**src/rtl/vga_timing_gen.sv**
```systemverilog
// vga_timing_gen: combined horizontal/vertical VGA timing generator.
//
// Both axes are driven from a single pixel-enable stream. Each axis runs its
// own FRONT_PORCH -> SYNC -> BACK_PORCH -> DISPLAY state machine. Timing and
// sync polarity are runtime-programmable. A new configuration is held in a
// pending set and only becomes active at the start of a visible frame.
//
// The internal "lead" timer drives the o_pre_* outputs. The main outputs are
// the same values delayed by PRELOAD enabled cycles. This lets a pixel source
// with a fetch latency of PRELOAD cycles stay aligned with o_de.
//
// Ports:
//   i_clk, i_rst          clock, synchronous active-high reset
//   i_en                  pixel enable; all state advances only when high
//   i_cfg_wr              captures i_h_*, i_v_*, i_*_pol into the pending set
//   i_h_* / i_v_*         timing fields (pixels / lines), 0 behaves as 1
//   i_hs_pol, i_vs_pol    sync polarity, 1 = active-high
//   o_cfg_pend            a pending configuration waits to be applied
//   o_hsync, o_vsync      sync outputs with polarity applied
//   o_de, o_x, o_y        display enable and per-axis active coordinates
//   o_line_start          first active pixel of each visible line
//   o_frame_start         pixel (0,0)
//   o_pre_de/x/y          lead-timer values, PRELOAD enabled cycles early
module vga_timing_gen #(
    parameter int CNT_W      = 12,
    parameter int PRELOAD    = 1,
    parameter int DEF_H_VIS  = 640,
    parameter int DEF_H_FP   = 16,
    parameter int DEF_H_SYNC = 96,
    parameter int DEF_H_BP   = 48,
    parameter int DEF_V_VIS  = 480,
    parameter int DEF_V_FP   = 10,
    parameter int DEF_V_SYNC = 2,
    parameter int DEF_V_BP   = 33,
    parameter bit DEF_HS_POL = 1'b0,
    parameter bit DEF_VS_POL = 1'b0
) (
    input  logic             i_clk,
    input  logic             i_rst,
    input  logic             i_en,
    input  logic             i_cfg_wr,
    input  logic [CNT_W-1:0] i_h_vis,
    input  logic [CNT_W-1:0] i_h_fp,
    input  logic [CNT_W-1:0] i_h_sync,
    input  logic [CNT_W-1:0] i_h_bp,
    input  logic [CNT_W-1:0] i_v_vis,
    input  logic [CNT_W-1:0] i_v_fp,
    input  logic [CNT_W-1:0] i_v_sync,
    input  logic [CNT_W-1:0] i_v_bp,
    input  logic             i_hs_pol,
    input  logic             i_vs_pol,
    output logic             o_cfg_pend,
    output logic             o_hsync,
    output logic             o_vsync,
    output logic             o_de,
    output logic [CNT_W-1:0] o_x,
    output logic [CNT_W-1:0] o_y,
    output logic             o_line_start,
    output logic             o_frame_start,
    output logic             o_pre_de,
    output logic [CNT_W-1:0] o_pre_x,
    output logic [CNT_W-1:0] o_pre_y
);

    typedef logic [CNT_W-1:0] cnt_t;

    typedef enum logic [1:0] {
        ST_FP   = 2'd0,
        ST_SYNC = 2'd1,
        ST_BP   = 2'd2,
        ST_DISP = 2'd3
    } axis_state_t;

    typedef struct packed {
        cnt_t h_vis, h_fp, h_sync, h_bp;
        cnt_t v_vis, v_fp, v_sync, v_bp;
        logic hs_pol, vs_pol;
    } cfg_t;

    typedef struct packed {
        logic de;
        cnt_t x, y;
        logic hsync, vsync, line_start, frame_start;
    } tim_t;

    localparam cfg_t DEF_CFG = '{
        h_vis: cnt_t'(DEF_H_VIS), h_fp: cnt_t'(DEF_H_FP),
        h_sync: cnt_t'(DEF_H_SYNC), h_bp: cnt_t'(DEF_H_BP),
        v_vis: cnt_t'(DEF_V_VIS), v_fp: cnt_t'(DEF_V_FP),
        v_sync: cnt_t'(DEF_V_SYNC), v_bp: cnt_t'(DEF_V_BP),
        hs_pol: DEF_HS_POL, vs_pol: DEF_VS_POL
    };

    // Reset state is BACK_PORCH on both axes, so syncs sit at their inactive level.
    localparam tim_t IDLE = '{
        de: 1'b0, x: '0, y: '0,
        hsync: ~DEF_HS_POL, vsync: ~DEF_VS_POL,
        line_start: 1'b0, frame_start: 1'b0
    };

    function automatic axis_state_t next_state(input axis_state_t s);
        case (s)
            ST_FP:   return ST_SYNC;
            ST_SYNC: return ST_BP;
            ST_BP:   return ST_DISP;
            default: return ST_FP;
        endcase
    endfunction

    // Terminal count of the current state; a programmed 0 lasts one cycle.
    function automatic cnt_t last_cnt(input axis_state_t s, input cnt_t vis,
                                      input cnt_t fp, input cnt_t sync, input cnt_t bp);
        cnt_t len;
        case (s)
            ST_FP:   len = fp;
            ST_SYNC: len = sync;
            ST_BP:   len = bp;
            default: len = vis;
        endcase
        return (len == '0) ? '0 : len - 1'b1;
    endfunction

    function automatic tim_t decode(input axis_state_t hs, input cnt_t hc,
                                    input axis_state_t vs, input cnt_t vc,
                                    input logic hpol, input logic vpol);
        tim_t t;
        logic h_disp;
        logic v_disp;
        h_disp        = (hs == ST_DISP);
        v_disp        = (vs == ST_DISP);
        t.de          = h_disp && v_disp;
        t.x           = h_disp ? hc : '0;
        t.y           = v_disp ? vc : '0;
        t.hsync       = (hs == ST_SYNC) ~^ hpol;
        t.vsync       = (vs == ST_SYNC) ~^ vpol;
        t.line_start  = t.de && (hc == '0);
        t.frame_start = t.line_start && (vc == '0);
        return t;
    endfunction

    axis_state_t h_state_q, h_state_d, v_state_q, v_state_d;
    cnt_t        h_cnt_q, h_cnt_d, v_cnt_q, v_cnt_d;
    cfg_t        cfg_q, cfg_d, pend_cfg_q, pend_cfg_d;
    logic        pend_q, pend_d;
    tim_t        lead_q, lead_d;
    tim_t        main_tim;

    cnt_t h_last, v_last;
    logic h_end, v_end, line_end, apply;

    always_comb begin
        h_last   = last_cnt(h_state_q, cfg_q.h_vis, cfg_q.h_fp, cfg_q.h_sync, cfg_q.h_bp);
        v_last   = last_cnt(v_state_q, cfg_q.v_vis, cfg_q.v_fp, cfg_q.v_sync, cfg_q.v_bp);
        h_end    = (h_cnt_q == h_last);
        v_end    = (v_cnt_q == v_last);
        line_end = (h_state_q == ST_DISP) && h_end;
        // V BACK_PORCH -> DISPLAY always coincides with an H line end, so the
        // new frame starts at H FRONT_PORCH count 0 with the new config.
        apply    = line_end && (v_state_q == ST_BP) && v_end && pend_q;

        h_state_d  = h_state_q;
        h_cnt_d    = h_cnt_q;
        v_state_d  = v_state_q;
        v_cnt_d    = v_cnt_q;
        cfg_d      = cfg_q;
        pend_cfg_d = pend_cfg_q;
        pend_d     = pend_q;
        lead_d     = lead_q;

        if (i_en) begin
            if (h_end) begin
                h_state_d = next_state(h_state_q);
                h_cnt_d   = '0;
            end else begin
                h_cnt_d = h_cnt_q + 1'b1;
            end

            if (line_end) begin
                if (v_end) begin
                    v_state_d = next_state(v_state_q);
                    v_cnt_d   = '0;
                end else begin
                    v_cnt_d = v_cnt_q + 1'b1;
                end
            end

            if (apply) begin
                cfg_d  = pend_cfg_q;
                pend_d = 1'b0;
            end

            // A write on the apply cycle lands after the old pending set moved out.
            if (i_cfg_wr) begin
                pend_cfg_d = '{
                    h_vis: i_h_vis, h_fp: i_h_fp, h_sync: i_h_sync, h_bp: i_h_bp,
                    v_vis: i_v_vis, v_fp: i_v_fp, v_sync: i_v_sync, v_bp: i_v_bp,
                    hs_pol: i_hs_pol, vs_pol: i_vs_pol
                };
                pend_d = 1'b1;
            end

            lead_d = decode(h_state_d, h_cnt_d, v_state_d, v_cnt_d,
                            cfg_d.hs_pol, cfg_d.vs_pol);
        end
    end

    always_ff @(posedge i_clk) begin
        if (i_rst) begin
            h_state_q  <= ST_BP;
            h_cnt_q    <= '0;
            v_state_q  <= ST_BP;
            v_cnt_q    <= '0;
            cfg_q      <= DEF_CFG;
            pend_cfg_q <= '0;
            pend_q     <= 1'b0;
            lead_q     <= IDLE;
        end else begin
            h_state_q  <= h_state_d;
            h_cnt_q    <= h_cnt_d;
            v_state_q  <= v_state_d;
            v_cnt_q    <= v_cnt_d;
            cfg_q      <= cfg_d;
            pend_cfg_q <= pend_cfg_d;
            pend_q     <= pend_d;
            lead_q     <= lead_d;
        end
    end

    // Delay line from the lead timer to the main outputs.
    generate
        if (PRELOAD == 0) begin : g_no_pipe
            assign main_tim = lead_q;
        end else begin : g_pipe
            tim_t pipe_q [PRELOAD];
            tim_t pipe_d [PRELOAD];

            always_comb begin
                pipe_d = pipe_q;
                if (i_en) begin
                    pipe_d[0] = lead_q;
                    for (int i = 1; i < PRELOAD; i++) begin
                        pipe_d[i] = pipe_q[i-1];
                    end
                end
            end

            always_ff @(posedge i_clk) begin
                if (i_rst) begin
                    for (int i = 0; i < PRELOAD; i++) begin
                        pipe_q[i] <= IDLE;
                    end
                end else begin
                    pipe_q <= pipe_d;
                end
            end

            assign main_tim = pipe_q[PRELOAD-1];
        end
    endgenerate

    assign o_cfg_pend    = pend_q;
    assign o_pre_de      = lead_q.de;
    assign o_pre_x       = lead_q.x;
    assign o_pre_y       = lead_q.y;
    assign o_de          = main_tim.de;
    assign o_x           = main_tim.x;
    assign o_y           = main_tim.y;
    assign o_hsync       = main_tim.hsync;
    assign o_vsync       = main_tim.vsync;
    assign o_line_start  = main_tim.line_start;
    assign o_frame_start = main_tim.frame_start;

endmodule
```
**config.mk**
```make
export PLATFORM = sky130hd
export DESIGN_NAME = vga_timing_gen
export DESIGN_NICKNAME = d
export VERILOG_FILES = /design/src/rtl/vga_timing_gen.sv
export SDC_FILE = /design/constraint.sdc
export NUM_CORES = 1
export LEC_CHECK = 0
export CAP_MARGIN = 10
export CORE_MARGIN = 2
export CORE_UTILIZATION = 50
export CTS_CLUSTER_DIAMETER = 120
export DETAILED_ROUTE_END_ITERATION = 16
export PLACE_DENSITY = 0.73
export SYNTH_ARGS = -nofsm -noshare
export SYNTH_HDL_FRONTEND = slang
export SYNTH_SLANG_ARGS = --single-unit
```
**constraint.sdc**
```tcl
create_clock -name i_clk -period 10.8 [get_ports i_clk]
set_input_delay 1.08 -clock i_clk [delete_from_list [all_inputs] [get_ports i_clk]]
set_output_delay 1.08 -clock i_clk [all_outputs]
set_load 0.01 [all_outputs]
```
### After elaboration in Yosys (flattened, before gate mapping)

Cells that the tools add are included.
Widths: inputs -> output; s select.

| cells by class | value |
|---|---|
| bitwise logic cells | 2 |
| equal/unequal tests | 12 |
| add/sub/neg operators | 4 |
| reductions and logical operators | 17 |
| mux-type cells | 22 |

Operators with widths:

| operator | count |
|---|---|
| $mux 98 | 2 |
| $mux 12 | 9 |
| $pmux 12 s3 | 2 |
| $logic_not 12->1 | 4 |
| $add 12x1->12 const B | 2 |
| $eq 12x12->1 | 2 |
| $sub 12x1->12 const B | 2 |
| $pmux 2 s3 | 2 |
| $eq 2x2->1 const B | 5 |
| $mux 2 | 5 |
| $eq 2x1->1 const B | 4 |
| $logic_and 1x1->1 | 7 |
| $reduce_and 2->1 | 3 |
| $logic_not 2->1 | 2 |
| $mux 1 | 2 |
| $ne 2x1->1 const B | 1 |
| $reduce_bool 2->1 | 1 |
| $xnor 1x1->1 | 2 |

| storage, ports and cells | value |
|---|---|
| output and inout port bits | 55 |
| register bits | 283 |
| word-level logic and storage cells | 96 |

### Logic depth before layout (Yosys ltp)

Gate-level depths: netlist of run 1.

| depth | value |
|---|---|
| depth in word-level cells | 12 |
| mapped depth | 24 |
| depth with buffers taken out | 17 |

### Worst setup path before layout of run 1

Ideal clock, no wire load.

| timing path | value |
|---|---|
| path type | register to register |
| start | reg h_state_q[0] |
| end | reg cfg_q[7] (netlist bit) |
| library setup time | 0.120 ns |
| arrival | 4.716 ns |
| stages on the path, launching flop included | 20 |
| clock period less this slack | 4.836 ns |
| setup slack | 5.964 ns |
| path buffers | 5 |
| path through | dfxtp_1 > inv_1 > ha_1 > buf_2 > a222oi_1 > mux2i_1 > or4_1 > nor4b_2 > mux2_2 > o21ai_0 > nand3b_1 > or4_1 > buf_2 > or2_1 > buf_2 > or3_1 > buf_2 > buf_6 > and2_0 > a211o_1 |

| between the ends | value |
|---|---|
| longest elaborated chain between the ends | 11 |
| elaborated cells on any way between the ends | 15 |
| classes of those cells | add/sub (1); eq/ne (5); mux (2); reduce/logical (7) |

RTL lines:

| item | RTL line | source |
|---|---|---|
| from (decl) | 141 | `axis_state_t h_state_q, h_state_d, v_state_q, v_state_d;` |
| from (signal assigned) | 218 | `h_state_q <= h_state_d;` |
| $eq 2x2->1 (tied with other cells) | 114 | `case (s)` |
| $pmux 12 s3 | 114 |  |
| $sub 12x1->12 / $logic_not 12->1 (equally long branches) | 120 | `return (len == '0) ? '0 : len - 1'b1;` |
| $mux 12 | 120 |  |
| $eq 12x12->1 | 154 | `h_end = (h_cnt_q == h_last);` |
| $logic_and 1x1->1 (*) | 156 | `line_end = (h_state_q == ST_DISP) && h_end;` |
| $logic_and 1x1->1 (*) (3 in series) | 159 | `apply = line_end && (v_state_q == ST_BP) && v_end && pend_q;` |
| $ne 2x1->1 (no source line) (*) | - |  |
| $reduce_and 2->1 (no source line) (*) | - |  |
| to (signal assigned) | 222 | `cfg_q <= cfg_d;` |
| to (decl) | 143 | `cfg_t cfg_q, cfg_d, pend_cfg_q, pend_cfg_d;` |

Every way passes the cells marked *; elsewhere a longest branch is shown, timed or not.
A chain may end at the register's enable or synchronous reset.

### Worst setup path in the final report of run 1

| timing path | value |
|---|---|
| start | reg h_state_q[0] |
| end | reg cfg_q[93] (netlist bit) |

Same word-level chain as after synthesis.

==> results of run 1 <==
## logic make-up (layout without fill, tap and decap cells)
kind of cell               count (synthesis)  in the layout  synth area share
adders and majority gates                 15             15           0.01446
buffers and inverters                    188            252           0.06304
xor gates and xnor gates                  39             39           0.02632
muxes                                     58             58           0.04540
AOI/OAI and AO/OA                        382            382            0.1736
DFF                                      283            283            0.4365
and+or+nand+nor                          705            705            0.2407
## layer usage
| layer | vias up | global-route usage |
|---|---|---|
| li1 | 5752 | - |
| met1 | 5304 | 0.3457 |
| met2 | 338 | 0.3640 |
| met3 | 31 | 0.02847 |
| met4 | 0 | 0.04348 |
| met5 | - | 0 |
## through the flow
stage	worst slack [ns]	utilization	instances	hold WS (ns)
finish	4.454	0.6053	2064	0.4523
global route	3.855	0.6053	2064	0.4651
CTS	4.553	0.6053	2064	0.4554
detailed placement	4.538	0.5660	2011	0.4465
global placement	4.642	0.5660	2011	0.4392
floorplan	5.964	-	1670	0.4312
## worst max path at each step
stage / from / endpoint
finish: h_state_q[0]$_SDFFE_PP0P_ / cfg_q[93]$_SDFFE_PP1P_
floorplan: h_state_q[0]$_SDFFE_PP0P_ / cfg_q[7]$_SDFFE_PP1P_
global route: v_state_q[1]$_SDFFE_PP1P_ / o_pre_de$_SDFFE_PP0P_
global placement: h_state_q[0]$_SDFFE_PP0P_ / cfg_q[93]$_SDFFE_PP1P_
CTS: h_state_q[0]$_SDFFE_PP0P_ / cfg_q[93]$_SDFFE_PP1P_
detailed placement: h_state_q[0]$_SDFFE_PP0P_ / cfg_q[93]$_SDFFE_PP1P_
## tightest hold or removal path: cells and delay by family (launching register included)
kind / cells / cell delay (ns)
DFF: 1 / 0.30
and+or+nand+nor: 1 / 0.05
AOI/OAI and AO/OA: 1 / 0.05
## flip-flops by register name (all words and copies together), names as in the netlist
signal,cells
cfg_q,98
pend_cfg_q,98
h_cnt_q,12
o_pre_x,12
o_pre_y,12
o_x,12
o_y,12
v_cnt_q,12
lead_q,4
h_state_q,2
v_state_q,2
o_cfg_pend,1
o_de,1
o_frame_start,1
o_hsync,1
o_line_start,1
o_pre_de,1
o_vsync,1
## layout by cell type, fill, tap and decap left out, drive strengths merged, types with 14 or more instances in the layout
master and count:
nand3b 14, a22oi 24, o21ai 24, clkdlybuf4s50 154, inv 39, nor2b 16
clkbuf 39, nor3 23, nand3 42, ha 15, xnor2 29, a211o 14
nor2 78, a21oi 251, dfxtp 283, mux2i 51, nand2 445
## where the power goes
group	switching [uW]	total [uW]	internal (uW)
registers	14.7	1080	1060
logic	60.2	117	56.7
clock network	417	1020	606
## area by class of cell
type	count	area, um2	area share
Sequential cell	283	5665	0.3696
Clock buffer	38	809.5	0.05281
Multi-Input combinational cell	1199	6501	0.4241
Inverter	35	131.4	0.008570
Clock inverter	15	186.4	0.01216
Timing Repair Buffer	164	1623	0.1059
Tap cell	330	412.9	0.02693
==> report_table.html, run 1 <==
<table>
<tr><th>Metric</th><th>Value</th></tr>
<tr><th colspan="2">Status</th></tr>
<tr><td>Outcome</td><td>complete, no violations</td></tr>
<tr><th colspan="2">Timing</th></tr>
<tr><td>Final Setup Violations</td><td>0</td></tr>
<tr><td>Normalized max-slew margin</td><td>0.2246</td></tr>
<tr><td>Max-slew violation total from the final report</td><td>0</td></tr>
<tr><td>Setup Total Neg Slack</td><td>0 ns</td></tr>
<tr><td>Final min period</td><td>6.346 ns</td></tr>
<tr><td>Transition time of the tightest slew-check pin</td><td>1.131 ns</td></tr>
<tr><td>Unrepaired setup endpoints after global routing</td><td>false</td></tr>
<tr><td>Highest clock rate</td><td>around 160 MHz</td></tr>
<tr><td>Final hold violation count</td><td>0</td></tr>
<tr><td>Clock skew after layout</td><td>~0.013 ns</td></tr>
<tr><td>Ratio of final minimum period to clock period</td><td>0.5876</td></tr>
<tr><th colspan="2">Route</th></tr>
<tr><td>Final ANT Viol Nets</td><td>0</td></tr>
<tr><td>Post-detailed-route DRC marker count</td><td>0</td></tr>
<tr><td>Length of routed met2 wiring</td><td>about 14000 um</td></tr>
<tr><td>Met1 Wirelength</td><td>about 16000 um</td></tr>
<tr><td>Pre-Repair DR Iteration Count</td><td>8</td></tr>
<tr><td>Via total after detailed routing</td><td>11430</td></tr>
<tr><td>Routed wl met3</td><td>about 1900 um</td></tr>
<tr><td>Routed wire per std cell</td><td>15.51 um</td></tr>
<tr><td>Count of routing violations after the opening detailed-route iteration</td><td>1044</td></tr>
<tr><td>Vias per inst</td><td>around 5.5</td></tr>
<tr><td>Total wirelength of the detailed-routed design</td><td>between 30000 and 40000 um</td></tr>
<tr><td>Max layer used</td><td>met4</td></tr>
<tr><th colspan="2">Place</th></tr>
<tr><td>Weighted congestion reported at the end of routability-driven placement</td><td>approximately 0.88</td></tr>
<tr><td>Area after DPL</td><td>between 10000 and 15000 um2</td></tr>
<tr><td>HPWL Detailed</td><td>roughly 22000 um</td></tr>
<tr><td>Count of input and output buffers</td><td>about 160</td></tr>
<tr><th colspan="2">Clock tree</th></tr>
<tr><td>Clock network latency to the later pin of the worst-skew pair</td><td>about 0.56 ns</td></tr>
<tr><td>Post-CTS Hold Fix Bufs</td><td>0</td></tr>
<tr><td>TritonCTS buffer count</td><td>29</td></tr>
<tr><td>Root buf cell</td><td>clkbuf_16</td></tr>
<tr><td>Post CTS Setup Buffer Count</td><td>0</td></tr>
<tr><td>Maximum level of the CTS H-tree</td><td>1</td></tr>
<tr><td>Number of sinks handled by clock tree synthesis</td><td>between 200 and 300</td></tr>
<tr><td>Number of buffers on the longest clock path</td><td>3</td></tr>
<tr><td>Reg clk slew, reported paths</td><td>around 0.06 ns</td></tr>
<tr><td>CTS tree</td><td>built</td></tr>
<tr><td>Post_cts resized</td><td>0</td></tr>
<tr><th colspan="2">Global routing</th></tr>
<tr><td>Vias in the first global route</td><td>10480</td></tr>
<tr><td>Total global-route track usage</td><td>0.2324</td></tr>
<tr><td>Initial antenna violation count</td><td>0</td></tr>
<tr><td>Largest net degree at the start of global routing</td><td>roughly 100</td></tr>
<tr><td>Total gr overflow</td><td>0</td></tr>
<tr><td>First-pass GRT wire length</td><td>~52000 um</td></tr>
<tr><th colspan="2">Synthesis</th></tr>
<tr><td>Sequential element share of the synthesized area</td><td>0.4365</td></tr>
<tr><td>Most common library cells after synthesis</td><td>nand2_1, dfxtp_1, a21oi_1, clkbuf_1, nor2_1</td></tr>
<tr><td>Mean cell area of the mapped netlist</td><td>about 8 um2</td></tr>
<tr><td>Count of flip-flops with a built-in enable after synthesis</td><td>0</td></tr>
<tr><td>Area contributors post-synth</td><td>dfxtp_1, nand2_1, a21oi_1</td></tr>
<tr><td>Main synth FF type</td><td>dfxtp_1</td></tr>
<tr><td>Number of library cell types mapped by synthesis</td><td>70</td></tr>
<tr><td>Ys Warns</td><td>0</td></tr>
<tr><td>Synth Register Bits</td><td>283</td></tr>
<tr><td>Top-area cell type share of the netlist area</td><td>0.4365</td></tr>
<tr><td>Async set or reset register ratio after synthesis</td><td>0</td></tr>
<tr><td>Count leader, synth</td><td>nand2_1</td></tr>
<tr><td>Post-synth design cell area</td><td>approximately 13000 um2</td></tr>
<tr><td>Syn Inst Count</td><td>approximately 1700</td></tr>
<tr><td>Net count after synthesis</td><td>1787</td></tr>
<tr><td>Most area-hungry cell type in the Yosys netlist</td><td>dfxtp_1</td></tr>
<tr><th colspan="2">Setup path</th></tr>
<tr><td>Cell depth of the worst flop-to-flop path</td><td>15</td></tr>
<tr><td>Critical path data arrival time</td><td>between 6 and 7 ns</td></tr>
<tr><td>Buffering stage count on the worst path with inverters included</td><td>2</td></tr>
<tr><td>RR Startpoint</td><td>h_state_q[0]$_SDFFE_PP0P_</td></tr>
<tr><td>Largest stage delay, worst path</td><td>slightly above 0.8 ns</td></tr>
<tr><td>Slack of the worst reg-to-reg path</td><td>approximately 4.5 ns</td></tr>
<tr><td>Cell family with the largest share of critical-path delay</td><td>simple AND/OR/NAND/NOR gates</td></tr>
<tr><td>CP max stage cell</td><td>nor4_2</td></tr>
<tr><td>Critical path depth</td><td>15</td></tr>
<tr><td>Critical path class</td><td>flop to flop</td></tr>
<tr><td>Nature of the critical path startpoint</td><td>flop</td></tr>
<tr><td>Terminus of the critical flop-to-flop path</td><td>cfg_q[93]$_SDFFE_PP1P_</td></tr>
<tr><td>Kind of end point of the critical path</td><td>flop</td></tr>
<tr><td>Largest fanout on the critical path</td><td>82</td></tr>
<tr><td>Worst path cell trace</td><td>inv_1, ha_1, a222oi_1, mux2i_1, nor4_2, nand4_1, a21oi_1, a41oi_1, or3_4, or4_1, or2_1, nor3_4, buf_4, nor2_1, a211o_1</td></tr>
<tr><td>Worst EP required</td><td>11.24 ns</td></tr>
<tr><th colspan="2">Floorplan</th></tr>
<tr><td>Horizontal die dimension</td><td>165.1 um</td></tr>
<tr><td>Area of the core region</td><td>about 25000 um2</td></tr>
<tr><td>Die Y-Extent</td><td>around 170 um</td></tr>
<tr><td>Initial Util</td><td>0.5125</td></tr>
<tr><td>Die Outline Area</td><td>around 27000 um2</td></tr>
<tr><td>Number of placed I/O pins</td><td>157</td></tr>
<tr><td>Placement row count</td><td>58</td></tr>
<tr><th colspan="2">Pwr</th></tr>
<tr><td>Pwr/cell area</td><td>approximately 140 nW/um2</td></tr>
<tr><td>Total power consumption of the routed design</td><td>approximately 2200 uW</td></tr>
<tr><td>Worst vdd rail ir drop</td><td>around 0.096 mV</td></tr>
<tr><td>Reported leakage power</td><td>0.005367 uW</td></tr>
<tr><th colspan="2">Hold path</th></tr>
<tr><td>Worst-case hold path end point</td><td>cfg_q[1]$_SDFFE_PP0P_</td></tr>
<tr><td>Hold_sp</td><td>cfg_q[1]$_SDFFE_PP0P_</td></tr>
<tr><td>Hold Crit Depth</td><td>2</td></tr>
<tr><td>Path category of the worst min-delay check</td><td>flop to flop</td></tr>
<tr><th colspan="2">Final layout</th></tr>
<tr><td>Total inserted antenna cells</td><td>0</td></tr>
<tr><td>Net count reported at finish</td><td>1829</td></tr>
<tr><td>Area of all placed cells without fillers</td><td>about 15000 um2</td></tr>
<tr><td>Synth-to-layout area growth</td><td>18.10%</td></tr>
<tr><td>Fraction of final layout cells with drive strength greater than 1</td><td>0.04844</td></tr>
<tr><td>Number of filler cells placed in the layout</td><td>2324</td></tr>
<tr><th colspan="2">Flow run</th></tr>
<tr><td>Max Cap Viol</td><td>0</td></tr>
</table>
Power figures use the tool's default switching activity.
==> run 2: changes to the inputs <==
PLACE_DENSITY = 0.76   (was 0.73)
clock period = 5.35 ns   (was 10.8 ns; I/O delays follow)
==> report_table.html, run 2 (synthesized netlist as in run 1, its figures left out) <==
<table>
<tr><th>Metric</th><th>Value</th></tr>
<tr><th colspan="2">Pwr</th></tr>
<tr><td>Pint</td><td>3565 uW (was 1726 uW)</td></tr>
<tr><td>Part of the power in the clock network</td><td>0.469 (was 0.461)</td></tr>
<tr><td>Combinational power share</td><td>0.053 (about the same)</td></tr>
<tr><td>Proportion of total power due to net switching</td><td>0.2164 (was 0.2219)</td></tr>
<tr><td>Register share of total power</td><td>0.478 (was 0.486)</td></tr>
<tr><td>Worst vdd rail ir drop</td><td>0.2117 mV (was 0.09601 mV)</td></tr>
<tr><td>Reported leakage power</td><td>0.005506 uW (was 0.005367 uW)</td></tr>
<tr><td>Power dissipated by switching net loads</td><td>984.3 uW (was 492.3 uW)</td></tr>
<tr><td>Pwr/cell area</td><td>291.0 nW/um2 (was 144.7 nW/um2)</td></tr>
<tr><th colspan="2">Global routing</th></tr>
<tr><td>Total gr overflow</td><td>0 (unchanged)</td></tr>
<tr><td>Vias in the first global route</td><td>10570 (was 10480)</td></tr>
<tr><td>First-pass GRT wire length</td><td>53230 um (was 52200 um)</td></tr>
<tr><td>Total global-route track usage</td><td>0.2355 (was 0.2324)</td></tr>
<tr><td>Largest net degree at the start of global routing</td><td>201 (was 102)</td></tr>
<tr><td>Initial antenna violation count</td><td>0 (unchanged)</td></tr>
<tr><th colspan="2">Final layout</th></tr>
<tr><td>Commonest cells after routing, fill and taps aside</td><td>nand2_1, dfxtp_1, a21oi_1 (unchanged)</td></tr>
<tr><td>Number of filler cells placed in the layout</td><td>2216 (was 2324)</td></tr>
<tr><td>Net count reported at finish</td><td>1854 (was 1829)</td></tr>
<tr><td>Final standard cell count with taps included and fillers excluded</td><td>2087 (was 2064)</td></tr>
<tr><td>Area of all placed cells without fillers</td><td>15630 um2 (was 15330 um2)</td></tr>
<tr><td>Synth-to-layout area growth</td><td>20.43% (was 18.10%)</td></tr>
<tr><td>Fraction of final layout cells with drive strength greater than 1</td><td>0.06944 (was 0.04844)</td></tr>
<tr><td>Registers with the highest flip-flop counts</td><td>cfg_q (98), pend_cfg_q (98) (unchanged)</td></tr>
<tr><td>Total inserted antenna cells</td><td>0 (unchanged)</td></tr>
<tr><td>Most common cell after layout, fill and taps aside</td><td>nand2_1 (unchanged)</td></tr>
<tr><th colspan="2">Hold path</th></tr>
<tr><td>Hold_sp</td><td>i_en (was cfg_q[1]$_SDFFE_PP0P_)</td></tr>
<tr><td>Worst-case hold path end point</td><td>h_state_q[0]$_SDFFE_PP0P_ (was cfg_q[1]$_SDFFE_PP0P_)</td></tr>
<tr><td>Path category of the worst min-delay check</td><td>input port to flop (was flop to flop)</td></tr>
<tr><td>Hold Crit Depth</td><td>2 (unchanged)</td></tr>
<tr><th colspan="2">Route</th></tr>
<tr><td>Total wirelength of the detailed-routed design</td><td>32810 um (was 32010 um)</td></tr>
<tr><td>Via total after detailed routing</td><td>11660 (was 11430)</td></tr>
<tr><td>Routed wire per std cell</td><td>15.72 um (was 15.51 um)</td></tr>
<tr><td>Pre-Repair DR Iteration Count</td><td>6 (was 8)</td></tr>
<tr><td>Count of routing violations after the opening detailed-route iteration</td><td>1163 (was 1044)</td></tr>
<tr><td>Final ANT Viol Nets</td><td>0 (unchanged)</td></tr>
<tr><td>Vias per inst</td><td>5.586 (was 5.535)</td></tr>
<tr><td>Post-detailed-route DRC marker count</td><td>0 (unchanged)</td></tr>
<tr><th colspan="2">Floorplan</th></tr>
<tr><td>Area of the core region</td><td>25330 um2 (unchanged)</td></tr>
<tr><td>Die Y-Extent</td><td>165.1 um (unchanged)</td></tr>
<tr><td>Horizontal die dimension</td><td>165.1 um (unchanged)</td></tr>
<tr><td>Number of placed I/O pins</td><td>157 (unchanged)</td></tr>
<tr><td>Placement row count</td><td>58 (unchanged)</td></tr>
<tr><td>Die Outline Area</td><td>27260 um2 (unchanged)</td></tr>
<tr><td>Initial Util</td><td>0.5125 (unchanged)</td></tr>
<tr><th colspan="2">Setup path</th></tr>
<tr><td>Largest fanout on the critical path</td><td>13 (was 82)</td></tr>
<tr><td>Worst EP required</td><td>5.79 ns (was 11.24 ns)</td></tr>
<tr><td>Worst path cell trace</td><td>inv_1, ha_2, a222oi_1, mux2i_2, or4_1, nor4b_4, mux2_2, o21ai_0, nand3b_1, or4_1, buf_4, nor2_1, a21oi_1, or4_1, o32ai_1 (was inv_1, ha_1, a222oi_1, mux2i_1, nor4_2, nand4_1, a21oi_1, a41oi_1, or3_4, or4_1, or2_1, nor3_4, buf_4, nor2_1, a211o_1)</td></tr>
<tr><td>Kind of end point of the critical path</td><td>flop (unchanged)</td></tr>
<tr><td>CP dominant cell by count</td><td>or4_1</td></tr>
<tr><td>Cell depth of the worst flop-to-flop path</td><td>15 (unchanged)</td></tr>
<tr><td>Cell family with the largest share of critical-path delay</td><td>simple AND/OR/NAND/NOR gates (unchanged)</td></tr>
<tr><td>Critical path class</td><td>flop to flop (unchanged)</td></tr>
<tr><td>Critical path data arrival time</td><td>5.55 ns (was 6.79 ns)</td></tr>
<tr><td>CP max stage cell</td><td>or4_1 (was nor4_2)</td></tr>
<tr><td>Nature of the critical path startpoint</td><td>flop (unchanged)</td></tr>
<tr><td>Terminus of the critical flop-to-flop path</td><td>lead_q[0]$_SDFFE_PP0P_ (was cfg_q[93]$_SDFFE_PP1P_)</td></tr>
<tr><td>Buffering stage count on the worst path with inverters included</td><td>2 (unchanged)</td></tr>
<tr><td>Largest stage delay, worst path</td><td>0.65 ns (was 0.82 ns)</td></tr>
<tr><td>RR Startpoint</td><td>h_state_q[0]$_SDFFE_PP0P_ (unchanged)</td></tr>
<tr><td>Slack of the worst reg-to-reg path</td><td>0.24 ns (was 4.45 ns)</td></tr>
<tr><th colspan="2">Clock tree</th></tr>
<tr><td>Post-CTS Hold Fix Bufs</td><td>0 (unchanged)</td></tr>
<tr><td>Maximum level of the CTS H-tree</td><td>1 (unchanged)</td></tr>
<tr><td>TritonCTS buffer count</td><td>29 (unchanged)</td></tr>
<tr><td>Number of buffers on the longest clock path</td><td>3 (unchanged)</td></tr>
<tr><td>Reg clk slew, reported paths</td><td>0.07 ns (was 0.06 ns)</td></tr>
<tr><td>CTS tree</td><td>built (unchanged)</td></tr>
<tr><td>Clock network latency to the later pin of the worst-skew pair</td><td>0.54 ns (was 0.56 ns)</td></tr>
<tr><td>Root buf cell</td><td>clkbuf_16 (unchanged)</td></tr>
<tr><td>Number of sinks handled by clock tree synthesis</td><td>283 (unchanged)</td></tr>
<tr><th colspan="2">Place</th></tr>
<tr><td>Count of input and output buffers</td><td>156 (unchanged)</td></tr>
<tr><td>HPWL Detailed</td><td>22330 um (was 21840 um)</td></tr>
<tr><td>Number of cells in the design after placement</td><td>2036 (was 2011)</td></tr>
<tr><td>Dpl ws</td><td>0.05466 ns (was 4.538 ns)</td></tr>
<tr><td>Area after DPL</td><td>14550 um2 (was 14330 um2)</td></tr>
<tr><td>Weighted congestion reported at the end of routability-driven placement</td><td>0.8787 (was 0.8777)</td></tr>
<tr><th colspan="2">Timing</th></tr>
<tr><td>Setup Total Neg Slack</td><td>0 ns (unchanged)</td></tr>
<tr><td>PnR worst setup slack</td><td>0.2411 ns (was 4.454 ns)</td></tr>
<tr><td>Highest clock rate</td><td>195.7 MHz (was 157.6 MHz)</td></tr>
<tr><td>Final min period</td><td>5.109 ns (was 6.346 ns)</td></tr>
<tr><td>Final Setup Violations</td><td>0 (unchanged)</td></tr>
<tr><td>Final hold violation count</td><td>0 (unchanged)</td></tr>
<tr><td>Transition time of the tightest slew-check pin</td><td>1.019 ns (was 1.131 ns)</td></tr>
<tr><td>Max-slew violation total from the final report</td><td>0 (unchanged)</td></tr>
<tr><td>Normalized max-slew margin</td><td>0.3207 (was 0.2246)</td></tr>
<tr><td>Min Hold Slack</td><td>0.3412 ns (was 0.4523 ns)</td></tr>
<tr><td>Clock skew after layout</td><td>0.008876 ns (was 0.01335 ns)</td></tr>
<tr><td>Ratio of final minimum period to clock period</td><td>0.9549 (was 0.5876)</td></tr>
<tr><th colspan="2">Status</th></tr>
<tr><td>Outcome</td><td>complete, no violations (unchanged)</td></tr>
<tr><th colspan="2">Flow run</th></tr>
<tr><td>Max Cap Viol</td><td>0 (unchanged)</td></tr>
</table>
[run 2: changes by cell type in the layout (fill, tap and decap cells not counted), sizes merged]
| cell | before | now |
|---|---|---|
| clkinv | 8 | 5 |
| clkinvlp | 0 | 2 |
| inv | 39 | 36 |
| buf | 9 | 34 |
| bufinv | 3 | 5 |
[run 2: cell type report]
type                            count  area, um2  share of cell area
Sequential cell                   283       5668              0.3626
Clock buffer                       38      809.5             0.05179
Inverter                           35      131.4            0.008405
Multi-Input combinational cell   1199       6573              0.4205
Clock inverter                     13      201.4             0.01289
Timing Repair Buffer              189       1836              0.1174
Tap cell                          330      412.9             0.02641
[run 2: what timing repair did]
action                     in CTS  in global routing
gates resized for setup         0                 19
setup buffers                   0                  0
setup endpoints to repair       0                117
[run 2: how the worst max path moves through the flow]
stage          depth (start not counted)                       to                      start  slack, ns
6_report                              15   lead_q[0]$_SDFFE_PP0P_  h_state_q[0]$_SDFFE_PP0P_       0.24
5_1_grt                               15   lead_q[0]$_SDFFE_PP0P_  h_state_q[0]$_SDFFE_PP0P_      -0.02
4_1_cts                               15   cfg_q[52]$_SDFFE_PP0P_  h_state_q[0]$_SDFFE_PP0P_      0.005
3_5_place_dp                          15   cfg_q[52]$_SDFFE_PP0P_  h_state_q[0]$_SDFFE_PP0P_       0.05
3_3_place_gp                          16  o_cfg_pend$_SDFFE_PP0P_  v_state_q[1]$_SDFFE_PP1P_       0.11
2_1_floorplan                         19    cfg_q[7]$_SDFFE_PP1P_  h_state_q[0]$_SDFFE_PP0P_       0.51
[run 2: routing by layer]
layer  GRT usage  vias up  share of wire
li1            -     5797              -
met1      0.3514     5415           0.48
met2      0.3625      391           0.44
met3     0.02797       56          0.064
met4     0.05731        0          0.020
met5           0        -              0
[run 2: power groups by stage]
stage,Combinational [uW],Sequential (uW),Clock [uW]
6_report,240,2170,2130
3_5_place_dp,238,2220,0
2_1_floorplan,137,2210,0
3_3_place_gp,233,2220,0
4_1_cts,240,2170,2160
5_1_grt,264,2180,2240
[run 2: per-stage QoR]
step	power [uW]	utilization
after floorplan	2346	-
after detailed placement	2459	0.5744
final	4549	0.6172
after global routing	4686	0.6172
after CTS	4571	0.6143
after global placement	2452	0.5744
[run 2: worst register-to-register path: cells and delay by family (launching register included)]
kind                       cells  cell delay, ns
muxes                          2            0.57
buffers and inverters          2            0.27
DFF                            1            0.41
AOI/OAI and AO/OA              4            1.04
and+or+nand+nor                6            2.44
adders and majority gates      1            0.28
==> run 3: changes to the inputs <==
CORE_MARGIN = default   (was 2)
HOLD_SLACK_MARGIN = 0.05   (was default)
==> report_table.html, run 3 (synthesized netlist as in run 1, its figures left out) <==
<table>
<tr><th>Metric</th><th>Value</th></tr>
<tr><th colspan="2">Status</th></tr>
<tr><td>Outcome</td><td>complete, no violations (unchanged)</td></tr>
<tr><th colspan="2">Setup path</th></tr>
<tr><td>Largest fanout on the critical path</td><td>23 (was 13)</td></tr>
<tr><td>Cell depth of the worst flop-to-flop path</td><td>17 (was 15)</td></tr>
<tr><td>Start point of the critical path</td><td>h_state_q[1]$_SDFFE_PP1P_ (was h_state_q[0]$_SDFFE_PP0P_)</td></tr>
<tr><td>Critical path data arrival time</td><td>5.52 ns (was 5.55 ns)</td></tr>
<tr><td>Nature of the critical path startpoint</td><td>flop (unchanged)</td></tr>
<tr><td>CP dominant cell by count</td><td>buf_4 (was or4_1)</td></tr>
<tr><td>RR Startpoint</td><td>h_state_q[1]$_SDFFE_PP1P_ (was h_state_q[0]$_SDFFE_PP0P_)</td></tr>
<tr><td>Critical path class</td><td>flop to flop (unchanged)</td></tr>
<tr><td>Terminus of the critical flop-to-flop path</td><td>cfg_q[36]$_SDFFE_PP0P_ (was lead_q[0]$_SDFFE_PP0P_)</td></tr>
<tr><td>CP max stage cell</td><td>or4_4 (was or4_1)</td></tr>
<tr><td>Kind of end point of the critical path</td><td>flop (unchanged)</td></tr>
<tr><td>Worst EP required</td><td>5.81 ns (was 5.79 ns)</td></tr>
<tr><td>Slack of the worst reg-to-reg path</td><td>0.30 ns (was 0.24 ns)</td></tr>
<tr><td>Worst path cell trace</td><td>inv_1, ha_2, a222oi_1, mux2i_2, or4_4, nor4b_4, mux2_2, o21ai_0, nand3b_1, or4_1, or2_1, buf_4, nor3_4, buf_12, buf_4, nand2_1, a21oi_1 (was inv_1, ha_2, a222oi_1, mux2i_2, or4_1, nor4b_4, mux2_2, o21ai_0, nand3b_1, or4_1, buf_4, nor2_1, a21oi_1, or4_1, o32ai_1)</td></tr>
<tr><td>Largest stage delay, worst path</td><td>0.61 ns (was 0.65 ns)</td></tr>
<tr><th colspan="2">Global routing</th></tr>
<tr><td>Met2 GRT Util</td><td>0.3747 (was 0.3625)</td></tr>
<tr><td>Total global-route track usage</td><td>0.2406 (was 0.2355)</td></tr>
<tr><td>Total gr overflow</td><td>0 (unchanged)</td></tr>
<tr><td>Vias in the first global route</td><td>10770 (was 10570)</td></tr>
<tr><td>Global-route track usage on met3</td><td>0.03530 (was 0.02797)</td></tr>
<tr><td>M1 GR Usage</td><td>0.3455 (was 0.3514)</td></tr>
<tr><td>Largest net degree at the start of global routing</td><td>150 (was 201)</td></tr>
<tr><td>Initial antenna violation count</td><td>0 (unchanged)</td></tr>
<tr><td>Busiest layer in global routing</td><td>met2 (unchanged)</td></tr>
<tr><td>First-pass GRT wire length</td><td>53030 um (was 53230 um)</td></tr>
<tr><th colspan="2">Timing</th></tr>
<tr><td>Normalized max-slew margin</td><td>0.3152 (was 0.3207)</td></tr>
<tr><td>Highest clock rate</td><td>197.9 MHz (was 195.7 MHz)</td></tr>
<tr><td>Final hold violation count</td><td>0 (unchanged)</td></tr>
<tr><td>Ratio of final minimum period to clock period</td><td>0.9447 (was 0.9549)</td></tr>
<tr><td>Setup Total Neg Slack</td><td>0 ns (unchanged)</td></tr>
<tr><td>Final min period</td><td>5.054 ns (was 5.109 ns)</td></tr>
<tr><td>Final Setup Violations</td><td>0 (unchanged)</td></tr>
<tr><td>Transition time of the tightest slew-check pin</td><td>1.027 ns (was 1.019 ns)</td></tr>
<tr><td>Min Hold Slack</td><td>0.3742 ns (was 0.3412 ns)</td></tr>
<tr><td>Clock skew after layout</td><td>0.007652 ns (was 0.008876 ns)</td></tr>
<tr><td>Max-slew violation total from the final report</td><td>0 (unchanged)</td></tr>
<tr><th colspan="2">Floorplan</th></tr>
<tr><td>Initial Util</td><td>0.5125 (unchanged)</td></tr>
<tr><td>Horizontal die dimension</td><td>163.1 um (was 165.1 um)</td></tr>
<tr><td>Number of placed I/O pins</td><td>157 (unchanged)</td></tr>
<tr><td>Die Y-Extent</td><td>163.1 um (was 165.1 um)</td></tr>
<tr><td>Placement row count</td><td>58 (unchanged)</td></tr>
<tr><td>Area of the core region</td><td>25330 um2 (unchanged)</td></tr>
<tr><td>Die Outline Area</td><td>26610 um2 (was 27260 um2)</td></tr>
<tr><th colspan="2">Place</th></tr>
<tr><td>HPWL Detailed</td><td>22370 um (was 22330 um)</td></tr>
<tr><td>Weighted congestion reported at the end of routability-driven placement</td><td>0.8994 (was 0.8787)</td></tr>
<tr><td>Count of input and output buffers</td><td>156 (unchanged)</td></tr>
<tr><th colspan="2">Final layout</th></tr>
<tr><td>Total inserted antenna cells</td><td>0 (unchanged)</td></tr>
<tr><td>Synth-to-layout area growth</td><td>21.42% (was 20.43%)</td></tr>
<tr><td>Most common cell after layout, fill and taps aside</td><td>nand2_1 (unchanged)</td></tr>
<tr><td>Area of the multi-input gates</td><td>6559 um2 (was 6573 um2)</td></tr>
<tr><td>Fraction of final layout cells with drive strength greater than 1</td><td>0.07082 (was 0.06944)</td></tr>
<tr><td>Commonest cells after routing, fill and taps aside</td><td>nand2_1, dfxtp_1, a21oi_1 (unchanged)</td></tr>
<tr><td>Registers with the highest flip-flop counts</td><td>cfg_q (98), pend_cfg_q (98) (unchanged)</td></tr>
<tr><td>Net count reported at finish</td><td>1861 (was 1854)</td></tr>
<tr><td>Sequential cell area in the final layout</td><td>5665 um2 (was 5668 um2)</td></tr>
<tr><td>Number of filler cells placed in the layout</td><td>2230 (was 2216)</td></tr>
<tr><td>Core Util, Final</td><td>0.6223 (was 0.6172)</td></tr>
<tr><th colspan="2">Clock tree</th></tr>
<tr><td>CTS tree</td><td>built (unchanged)</td></tr>
<tr><td>Number of sinks handled by clock tree synthesis</td><td>283 (unchanged)</td></tr>
<tr><td>Number of buffers on the longest clock path</td><td>3 (unchanged)</td></tr>
<tr><td>Clock network latency to the later pin of the worst-skew pair</td><td>0.54 ns (about the same)</td></tr>
<tr><td>Root buf cell</td><td>clkbuf_16 (unchanged)</td></tr>
<tr><td>Maximum level of the CTS H-tree</td><td>1 (unchanged)</td></tr>
<tr><td>Reg clk slew, reported paths</td><td>0.06 ns (was 0.07 ns)</td></tr>
<tr><td>TritonCTS buffer count</td><td>28 (was 29)</td></tr>
<tr><th colspan="2">Flow run</th></tr>
<tr><td>Max Cap Viol</td><td>0 (unchanged)</td></tr>
<tr><th colspan="2">Hold path</th></tr>
<tr><td>Hold Crit Depth</td><td>2 (unchanged)</td></tr>
<tr><td>Path category of the worst min-delay check</td><td>input port to flop (unchanged)</td></tr>
<tr><td>Hold_sp</td><td>i_en (unchanged)</td></tr>
<tr><td>Worst-case hold path end point</td><td>h_state_q[0]$_SDFFE_PP0P_ (unchanged)</td></tr>
<tr><th colspan="2">Route</th></tr>
<tr><td>Post-detailed-route DRC marker count</td><td>0 (unchanged)</td></tr>
<tr><td>Routed wire per std cell</td><td>15.56 um (was 15.72 um)</td></tr>
<tr><td>Count of routing violations after the opening detailed-route iteration</td><td>1108 (was 1163)</td></tr>
<tr><td>Total wirelength of the detailed-routed design</td><td>32610 um (was 32810 um)</td></tr>
<tr><td>Pre-Repair DR Iteration Count</td><td>9 (was 6)</td></tr>
<tr><td>Via total after detailed routing</td><td>11800 (was 11660)</td></tr>
<tr><td>Final ANT Viol Nets</td><td>0 (unchanged)</td></tr>
<tr><td>Vias per inst</td><td>5.632 (was 5.586)</td></tr>
<tr><th colspan="2">Pwr</th></tr>
<tr><td>Reported leakage power</td><td>0.005585 uW (was 0.005506 uW)</td></tr>
<tr><td>Worst vdd rail ir drop</td><td>0.2407 mV (was 0.2117 mV)</td></tr>
<tr><td>Pwr/cell area</td><td>295.9 nW/um2 (was 291.0 nW/um2)</td></tr>
</table>
## run 3: report_power, final
group	leakage (uW)	switching (uW)	total, uW	internal (uW)
registers	0.00229	29.5	2180	2150
logic	0.00276	122	237	115
clock network	0.000527	838	2250	1410
## run 3: worst max-delay path: cells and delay by family (launching register included)
family	cells	cell delay (ns)
flops	1	0.43
mux	2	0.61
buf+inv	4	0.76
compound gates	3	0.71
simple gates	7	2.20
fa+ha+maj	1	0.27
## run 3: worst max-delay path by stage
stage | cells after the start | end
finish | 17 | cfg_q[36]$_SDFFE_PP0P_
global route | 17 | cfg_q[48]$_SDFFE_PP0P_
CTS | 14 | cfg_q[78]$_SDFFE_PP1P_
detailed placement | 14 | cfg_q[78]$_SDFFE_PP1P_
global placement | 15 | o_cfg_pend$_SDFFE_PP0P_
floorplan | 19 | cfg_q[7]$_SDFFE_PP1P_
## run 3: timing repair
action / in CTS / in global routing
hold buffers: 0 / 0
setup buffers: 0 / 2
resized for setup: 0 / 12
setup endpoints to repair: 0 / 105
## run 3: stage by stage
step | total power (uW) | instance area [um2] | cells | worst slack [ns]
finish | 4663 | 15760 | 2095 | 0.2958
global route | 4808 | 15760 | 2095 | -0.02044
CTS | 4689 | 15660 | 2092 | 0.06766
detailed placement | 2457 | 14580 | 2041 | 0.09341
global placement | 2452 | 14580 | 2041 | 0.3070
floorplan | 2346 | 12980 | 1670 | 0.5139
## run 3: layer usage
layer	vias to the layer above	share of wire
li1	5817	-
met1	5498	0.47
met2	431	0.44
met3	54	0.066
met4	0	0.019
met5	-	0
## run 3: cell type report
cell class	instances	area share
Tap cell	330	0.02620
Clock inverter	14	0.01667
Sequential cell	283	0.3595
Multi-Input combinational cell	1199	0.4162
Clock buffer	37	0.05176
Timing Repair Buffer	197	0.1214
Inverter	35	0.008336
